**src/rtl/interboard_receiver.sv**
```systemverilog
// Receive end of the 4-phase Request/Ack interboard link: reassembles 2-beat frames into messages.
// Optional inter-beat timeout is compiled in when INTER_RX_TIMEOUT_EN is defined.
module interboard_receiver #(
  parameter int unsigned SYNC_STAGES    = 2,
  parameter logic [2:0]  RST_TYPE       = 3'd7,
  parameter logic [15:0] TIMEOUT_CYCLES = 16'd50000
) (
  input  logic       clk,
  input  logic       rst_n,
  input  logic       Request_in,
  input  logic [5:0] inter_data_in,
  output logic       Ack_out,
  output logic       interboard_en,
  output logic [2:0] interboard_msg_type,
  output logic [4:0] interboard_number,
  output logic       interboard_rst,
  output logic       rx_busy,
  output logic       frame_err
);

  typedef enum logic [1:0] {StIdle, StCap, StAckHi, StAckLo} state_e;

  state_e r_state;
  state_e w_state_nxt;

  logic [SYNC_STAGES-1:0] r_req_sync;
  logic [5:0]             r_data_sync [SYNC_STAGES];
  logic                   w_req_s;
  logic [5:0]             w_data_s;

  logic [5:0] r_data_cap;
  logic       r_beat_idx;
  logic [2:0] r_type_hold;
  logic [1:0] r_num_hi;
  logic       r_en;
  logic       r_rst;
  logic       r_err;
  logic [2:0] r_msg_type;
  logic [4:0] r_number;
  logic       w_cap;
  logic       w_timeout;

  always_ff @(posedge clk or negedge rst_n) begin
    if (!rst_n) begin
      r_req_sync <= '0;
      for (int i = 0; i < SYNC_STAGES; i++) r_data_sync[i] <= '0;
    end else begin
      r_req_sync     <= {r_req_sync[SYNC_STAGES-2:0], Request_in};
      r_data_sync[0] <= inter_data_in;
      for (int i = 1; i < SYNC_STAGES; i++) r_data_sync[i] <= r_data_sync[i-1];
    end
  end

  assign w_req_s  = r_req_sync[SYNC_STAGES-1];
  assign w_data_s = r_data_sync[SYNC_STAGES-1];

  always_ff @(posedge clk or negedge rst_n) begin
    if (!rst_n) r_state <= StIdle;
    else        r_state <= w_state_nxt;
  end

  // ACK_LO always lasts one cycle so the sender sees a real low phase on Ack.
  always_comb begin
    w_state_nxt = r_state;
    unique case (r_state)
      StIdle:  if (w_req_s) w_state_nxt = StCap;
      StCap:   w_state_nxt = StAckHi;
      StAckHi: if (!w_req_s) w_state_nxt = StAckLo;
      StAckLo: w_state_nxt = StIdle;
      default: w_state_nxt = StIdle;
    endcase
  end

  assign w_cap = (r_state == StCap);

  always_ff @(posedge clk or negedge rst_n) begin
    if (!rst_n) begin
      r_data_cap  <= '0;
      r_beat_idx  <= 1'b0;
      r_type_hold <= '0;
      r_num_hi    <= '0;
      r_en        <= 1'b0;
      r_rst       <= 1'b0;
      r_err       <= 1'b0;
      r_msg_type  <= '0;
      r_number    <= '0;
    end else begin
      r_en  <= 1'b0;
      r_rst <= 1'b0;
      r_err <= 1'b0;
      if (r_state == StIdle && w_req_s) r_data_cap <= w_data_s;
      if (w_cap) begin
        if (!r_beat_idx) begin
          if (r_data_cap[5]) begin
            r_type_hold <= r_data_cap[4:2];
            r_num_hi    <= r_data_cap[1:0];
            r_beat_idx  <= 1'b1;
          end else begin
            r_err <= 1'b1;
          end
        end else if (!r_data_cap[5]) begin
          r_en       <= 1'b1;
          r_rst      <= (r_type_hold == RST_TYPE);
          r_msg_type <= r_type_hold;
          r_number   <= {r_num_hi, r_data_cap[2:0]};
          r_beat_idx <= 1'b0;
        end else begin
          // Unexpected beat 0: drop the partial frame and restart from this beat.
          r_err       <= 1'b1;
          r_type_hold <= r_data_cap[4:2];
          r_num_hi    <= r_data_cap[1:0];
        end
      end else if (w_timeout) begin
        r_err      <= 1'b1;
        r_beat_idx <= 1'b0;
      end
    end
  end

`ifdef INTER_RX_TIMEOUT_EN
  logic [15:0] r_to_cnt;

  assign w_timeout = r_beat_idx && (r_state == StIdle) && (r_to_cnt == TIMEOUT_CYCLES - 16'd1);

  always_ff @(posedge clk or negedge rst_n) begin
    if (!rst_n) begin
      r_to_cnt <= '0;
    end else if (w_state_nxt == StCap) begin
      r_to_cnt <= '0;
    end else if (r_beat_idx && r_state == StIdle) begin
      if (w_timeout) r_to_cnt <= '0;
      else           r_to_cnt <= r_to_cnt + 16'd1;
    end
  end
`else
  assign w_timeout = 1'b0;
`endif

  assign Ack_out             = (r_state == StAckHi);
  assign interboard_en       = r_en;
  assign interboard_rst      = r_rst;
  assign interboard_msg_type = r_msg_type;
  assign interboard_number   = r_number;
  assign rx_busy             = r_beat_idx;
  assign frame_err           = r_err;

endmodule

```
**config.mk**
```make
export PLATFORM = sky130hd
export DESIGN_NAME = interboard_receiver
export DESIGN_NICKNAME = d
export VERILOG_FILES = /design/src/rtl/interboard_receiver.sv
export SDC_FILE = /design/constraint.sdc
export NUM_CORES = 1
export LEC_CHECK = 0
export CAP_MARGIN = 20
export CORE_UTILIZATION = 51
export DETAILED_ROUTE_END_ITERATION = 16
export PLACE_DENSITY = 0.77
export SKIP_CTS_REPAIR_TIMING = 1
export SYNTH_ARGS = -nofsm -noshare
export SYNTH_HDL_FRONTEND = slang
export SYNTH_SLANG_ARGS = --single-unit
```
**constraint.sdc**
```tcl
create_clock -name clk -period 1.62 [get_ports clk]
set_clock_uncertainty 0.1 [all_clocks]
set_input_delay 0.405 -clock clk [delete_from_list [all_inputs] [get_ports clk]]
set_output_delay 0.405 -clock clk [all_outputs]
set_load 0.01 [all_outputs]
```
==> summary.txt, run 1 <==
Clocking
  – CTS tree: yes
  – Clk_lat worst skew: 330 ps
  – Clk buf depth: 2
  – Clock sinks: 39
  – CTS H-tree depth: 2
  – CTS root buf: clkbuf_4
  – CTS Buf Count: 5
  – Clk slew on worst S/H paths: 100 ps

Critical path
  – Critical Path Source Type: flop
  – Crit path max fanout: 3
  – Worst r2r src: r_state[0]$_DFFE_PN0P_
  – CP arrival: 1070 ps
  – CP endpoint kind: primary output
  – Critical Path RT: 1110 ps
  – Crit. Startpoint: r_state[0]$_DFFE_PN0P_
  – Critical path type: flop to primary output
  – Crit-path cells: inv_2 > ha_4 > buf_6
  – Max incr delay on CP: 400 ps
  – Slowest-stage cell, CP: dfrtp_1

STA
  – Hold WS: 259 ps
  – Fmax: 0.634 GHz
  – Tmin final: 1580 ps
  – Pin slew with the least headroom to its limit: 431 ps
  – Final Hold Vio Count: 0
  – Slew Limit Fails: 0
  – Slew margin rel.: 71.3%
  – Setup-failing EPs final: 0
  – RSZ-0062 raised after global routing: yes
  – Period utilization: 97.4%

Synthesis
  – Synth warnings: 0
  – Synthesis-stage register bit count: 39
  – Synth unique cells: 13
  – Post-Syn Nets: 93
  – Seq/Total Area, Yosys: 72.4%
  – Synth Cell Area: 0.00135 mm2
  – Post-Syn Instances: 79
  – Syn_area_per_cell: 17.1 um2

Pwr
  – Final Total Pwr: 0.00307 W
  – Lkg Pwr: 0.967 nW
  – IR drop worst, VDD: 1150 uV
  – Comb power frac: 34.7%
  – Switching power share of the total: 28.8%
  – Pwr dens: 1730 mW/mm2
  – Psw: 0.000885 W
  – Sequential power share: 47.8%
  – Pint: 0.00219 W
  – Clock share of power: 17.5%

Die
  – FP Rows: 18
  – Core area: 0.00248 mm2
  – DIE WIDTH: 53.4 um
  – I/O pins: 22
  – Die ar.: 0.00285 mm2
  – Starting density of the core: 54.4%
  – Die height: 53.4 um

Detailed routing
  – TritonRoute pass-1 iters: 4
  – WL per Instance: 13.7 um
  – Final WL: 1.98 mm
  – DR iter-0 viols: 8
  – Vias: 725
  – Vias per cell: 5.00
  – Detail Route Antenna Nets: 0
  – Residual DRC count: 0

Global routing
  – Initial antenna violation count: 0
  – Pin count of the biggest net entering global routing: 19
  – Vias in the first global route: 697
  – First-pass GRT wire length: 3.08 mm
  – Gr ovfl total: 0
  – Total track usage: 16.5%

Layout
  – Share of cells above drive strength 1: 35.7%
  – Final instance area: 0.00178 mm2
  – Nets@finish: 128
  – Area Growth Syn to Fin: 31.8%
  – Commonest cells after routing, fill and taps aside: 39 x dfrtp_1, 20 x mux2_2, 12 x dlymetal6s2s_1
  – Fin cells: 145
  – Commonest non-fill, non-tap cell in the layout: dfrtp_1
  – N_diodes: 0

Status
  – Run status: complete, no violations

Placed design
  – Post-DP HPWL: 1.41 mm
  – Cells after DPL: 134
  – Port bufs: 21
  – Cell area after placement: 0.00163 mm2
  – RePlAce Congestion: 0.676

Job
  – Max-Cap Viols: 0

Hold path
  – Worst hold path type: flop to flop
  – Worst hold start: r_data_sync[8]$_DFF_PN0_
## sequential cells by signal, summed over array words and instances (netlist names)
name,flops
r_req_sync,2
interboard_rst,1
r_state,2
r_num_hi,2
r_type_hold,3
interboard_en,1
w_data_s,6
rx_busy,1
r_data_cap,6
interboard_msg_type,3
frame_err,1
r_data_sync,6
interboard_number,5
## cells by family (layout without fill, tap and decap cells)
family / after synthesis / after routing / share of synthesized area [%]
flops: 39 / 39 / 72.4
simple gates: 7 / 7 / 3.06
buf+inv: 5 / 41 / 1.39
fa+ha+maj: 5 / 5 / 4.64
compound gates: 2 / 2 / 1.11
mux: 21 / 21 / 17.4
## cell usage after synthesis
cell | number | area [um2]
dfrtp_1 | 39 | 976
mux2_2 | 20 | 225
ha_1 | 5 | 62.6
inv_1 | 5 | 18.8
nand2_1 | 2 | 7.51
and2_2 | 1 | 7.51
mux2i_1 | 1 | 10.0
nand2_2 | 1 | 6.26
nand4_1 | 1 | 6.26
nor2b_1 | 1 | 6.26
nor3b_1 | 1 | 7.51
o21ai_0 | 1 | 5.00
o32a_1 | 1 | 10.0
## through the flow
step | TNS [ps] | util, % | setup slack (ps)
after CTS | -1940 | 68.7 | -439
after detailed placement | -60.5 | 66.0 | -60.5
after floorplan | 0 | - | 207
after global routing | -22.4 | 71.8 | -8.30
final | 0 | 71.8 | 42.0
after global placement | -22.2 | 66.0 | -22.2
## final timing paths
kind | endpoint | slack, ps | depth (start not counted)
worst max register to register | interboard_msg_type[1]$_DFFE_PN0P_ | 60 | 4
worst max-delay path | Ack_out | 40 | 3
max in group asynchronous | w_data_s[0]$_DFF_PN0_ | 520 | 3
worst min-delay path | w_data_s[2]$_DFF_PN0_ | 260 | 0
worst min register to register | w_data_s[2]$_DFF_PN0_ | 260 | 0
min in group asynchronous | interboard_number[3]$_DFFE_PN0P_ | 430 | 2
## worst max-delay path: cells and delay by family, from the launching register on
| family | cells | cell delay (ps) |
|---|---|---|
| adders and majority gates | 1 | 150 |
| DFF | 1 | 400 |
| buffers and inverters | 2 | 200 |
## power by group through the flow
stage               clock [W]  sequential (W)  combinational, W
floorplan                   0         0.00150          0.000519
global placement            0         0.00147          0.000965
detailed placement          0         0.00149           0.00102
CTS                  0.000554         0.00147           0.00103
global route         0.000585         0.00151           0.00117
finish               0.000538         0.00147           0.00107
## cell type report
cell class	count	area (um2)
fillers	174	699
inverters	5	18.8
flip-flops and latches	39	976
well taps	30	37.5
multi-input cells	35	373
repair buffers	28	304
clock buffers	8	68.8
## metal layers
layer / vias to the layer above / share of wire (%) / GRT usage [%]
li1: 337 / - / -
met1: 354 / 44 / 19.4
met2: 32 / 47 / 25.8
met3: 2 / 7.6 / 7.76
met4: 0 / 1.2 / 6.58
met5: - / 0 / 0
No activity file was read; power rests on OpenSTA's default activity.
==> inputs of run 2 (changes only) <==
--- a/config.mk
+++ b/config.mk
@@ -8,6 +8,7 @@
 export CAP_MARGIN = 20
 export CORE_UTILIZATION = 51
 export DETAILED_ROUTE_END_ITERATION = 16
+export GPL_ROUTABILITY_DRIVEN = 0
 export PLACE_DENSITY = 0.77
 export SKIP_CTS_REPAIR_TIMING = 1
 export SYNTH_ARGS = -nofsm -noshare
==> results of run 2 <==
No change in the layout: final DEF, timing and power equal those of run 1.
==> inputs of run 3 (changes only) <==
--- a/config.mk
+++ b/config.mk
@@ -9,7 +9,7 @@
 export CORE_UTILIZATION = 51
 export DETAILED_ROUTE_END_ITERATION = 16
 export GPL_ROUTABILITY_DRIVEN = 0
-export PLACE_DENSITY = 0.77
+export PLACE_DENSITY = 0.89
 export SKIP_CTS_REPAIR_TIMING = 1
 export SYNTH_ARGS = -nofsm -noshare
 export SYNTH_HDL_FRONTEND = slang
==> summary.txt, run 3 (synthesis gave the netlist of run 1 again) <==
STA
  – RSZ-0062 raised after global routing: yes
  – Slew Limit Fails: 0 (unchanged)
  – Setup-failing EPs final: 0 (unchanged)
  – Pin slew with the least headroom to its limit: 412 ps (-18.8 ps)
  – Final Hold Vio Count: 0 (unchanged)
  – Tmin final: 1610 ps (+33.0 ps)
  – Period utilization: 99.4% (+2.0 points)
  – Slew margin rel.: 72.5% (+1.3 points)
  – Fmax: 0.621 GHz (-2.1%)

Clocking
  – Clk buf depth: 2 (unchanged)
  – Clock sinks: 39 (unchanged)
  – Clk_lat worst skew: 350 ps (+20 ps)
  – CTS root buf: clkbuf_4
  – CTS H-tree depth: 2 (unchanged)
  – Clk slew on worst S/H paths: 100 ps (about the same)
  – CTS Buf Count: 5 (unchanged)
  – CTS tree: yes

Critical path
  – Critical Path Source Type: flop
  – CP delay by family, top: flip-flops
  – Critical Path RT: 1110 ps (about the same)
  – Worst path bufs/invs: 2 (unchanged)
  – CP arrival: 1110 ps (+40 ps)
  – Crit-path cells: inv_1 > ha_1 > clkbuf_2
  – Critical path type: flop to primary output
  – Max incr delay on CP: 400 ps (about the same)
  – Crit path max fanout: 2 (-1)
  – Slowest-stage cell, CP: dfrtp_1
  – Setup slack, reg-to-reg: 60 ps (about the same)
  – CP endpoint kind: primary output

Pwr
  – Lkg Pwr: 0.963 nW (-0.41%)
  – Psw: 0.000899 W (+1.6%)
  – Pint: 0.00207 W (-5.5%)
  – Switching power share of the total: 30.3% (+1.5 points)
  – IR drop worst, VDD: 1100 uV (-4.2%)
  – Comb power frac: 34.8% (about the same)
  – Pwr dens: 1710 mW/mm2 (-1.2%)
  – Clock share of power: 15.9% (-1.6 points)
  – Sequential power share: 49.3% (+1.5 points)

Die
  – Starting density of the core: 54.4% (unchanged)
  – I/O pins: 22 (unchanged)
  – Die height: 53.4 um (unchanged)
  – DIE WIDTH: 53.4 um (unchanged)
  – Die ar.: 0.00285 mm2 (unchanged)
  – Core area: 0.00248 mm2 (unchanged)
  – FP Rows: 18 (unchanged)

Global routing
  – First-pass GRT wire length: 3.05 mm (-1.1%)
  – Initial antenna violation count: 0 (unchanged)
  – Pin count of the biggest net entering global routing: 24 (+5)
  – Total track usage: 16.3% (-0.17 points)
  – Gr ovfl total: 0 (unchanged)
  – Vias in the first global route: 704 (+1.0%)

Layout
  – N_diodes: 0 (unchanged)
  – Nets@finish: 127 (-0.78%)
  – Fin cells: 144 (-0.69%)
  – Commonest non-fill, non-tap cell in the layout: dfrtp_1
  – Commonest cells after routing, fill and taps aside: 39 x dfrtp_1, 20 x mux2_2, 12 x dlymetal6s2s_1
  – Finished Core Util: 70.2% (-1.6 points)
  – Area Growth Syn to Fin: 28.8%
  – Share of cells above drive strength 1: 32.5% (-3.2 points)

Placed design
  – Cells after DPL: 134 (unchanged)
  – Post-DP HPWL: 1.41 mm (-0.32%)
  – Port bufs: 21 (unchanged)

Detailed routing
  – WL per Instance: 14.3 um (+4.1%)
  – DR iter-0 viols: 2 (-6)
  – Vias: 709 (-2.2%)
  – Residual DRC count: 0 (unchanged)
  – TritonRoute pass-1 iters: 3 (-1)
  – Detail Route Antenna Nets: 0 (unchanged)
  – Final WL: 2.05 mm (+3.4%)
  – Vias per cell: 4.92 (-1.5%)

Job
  – Max-Cap Viols: 0 (unchanged)

Status
  – Run status: complete, no violations

Hold path
  – Worst hold path type: flop to flop
## run 3: layout make-up
cell class	instances	area (um2)
flip-flops and latches	39	976
fillers	172	739
multi-input cells	35	362
repair buffers	27	290
clock buffers	6	41.3
well taps	30	37.5
inverters	5	18.8
clock inverters	2	12.5
## run 3: power by group through the flow
stage,registers (W),clock network [W],logic [W]
floorplan,0.00150,0,0.000519
global route,0.00149,0.000533,0.00112
CTS,0.00147,0.000487,0.00104
global placement,0.00146,0,0.000978
finish,0.00146,0.000473,0.00103
detailed placement,0.00149,0,0.00104
## run 3: layer usage
layer	vias up	global-route usage, %	share of wire, %
met4	0	6.58	0
li1	332	-	-
met2	25	26.3	54
met5	-	0	0
met3	0	8.62	5.8
met1	352	17.9	40
## run 3: path summary, 6_finish.rpt
kind / cells after the start / from / end
worst min-delay path: 0 / r_req_sync[0]$_DFF_PN0_ / r_req_sync[1]$_DFF_PN0_
worst min register to register: 0 / r_req_sync[0]$_DFF_PN0_ / r_req_sync[1]$_DFF_PN0_
max in group asynchronous: 3 / rst_n / r_state[1]$_DFFE_PN0P_
min in group asynchronous: 2 / rst_n / interboard_msg_type[0]$_DFFE_PN0P_
worst max-delay path: 3 / r_state[0]$_DFFE_PN0P_ / Ack_out
worst max register to register: 5 / r_state[0]$_DFFE_PN0P_ / r_data_cap[3]$_DFFE_PN0P_
## run 3: through the flow
stage	cell area (um2)	worst slack [ps]	TNS [ps]	total power (W)	hold WS, ps
after floorplan	1350	207	0	0.00202	9.41
after global placement	1630	9.80	0	0.00244	232
after detailed placement	1630	-19.9	-19.9	0.00253	235
after CTS	1690	-412	-2130	0.00300	-131
after global routing	1740	-78.1	-78.1	0.00314	274
final	1740	8.94	0	0.00297	256
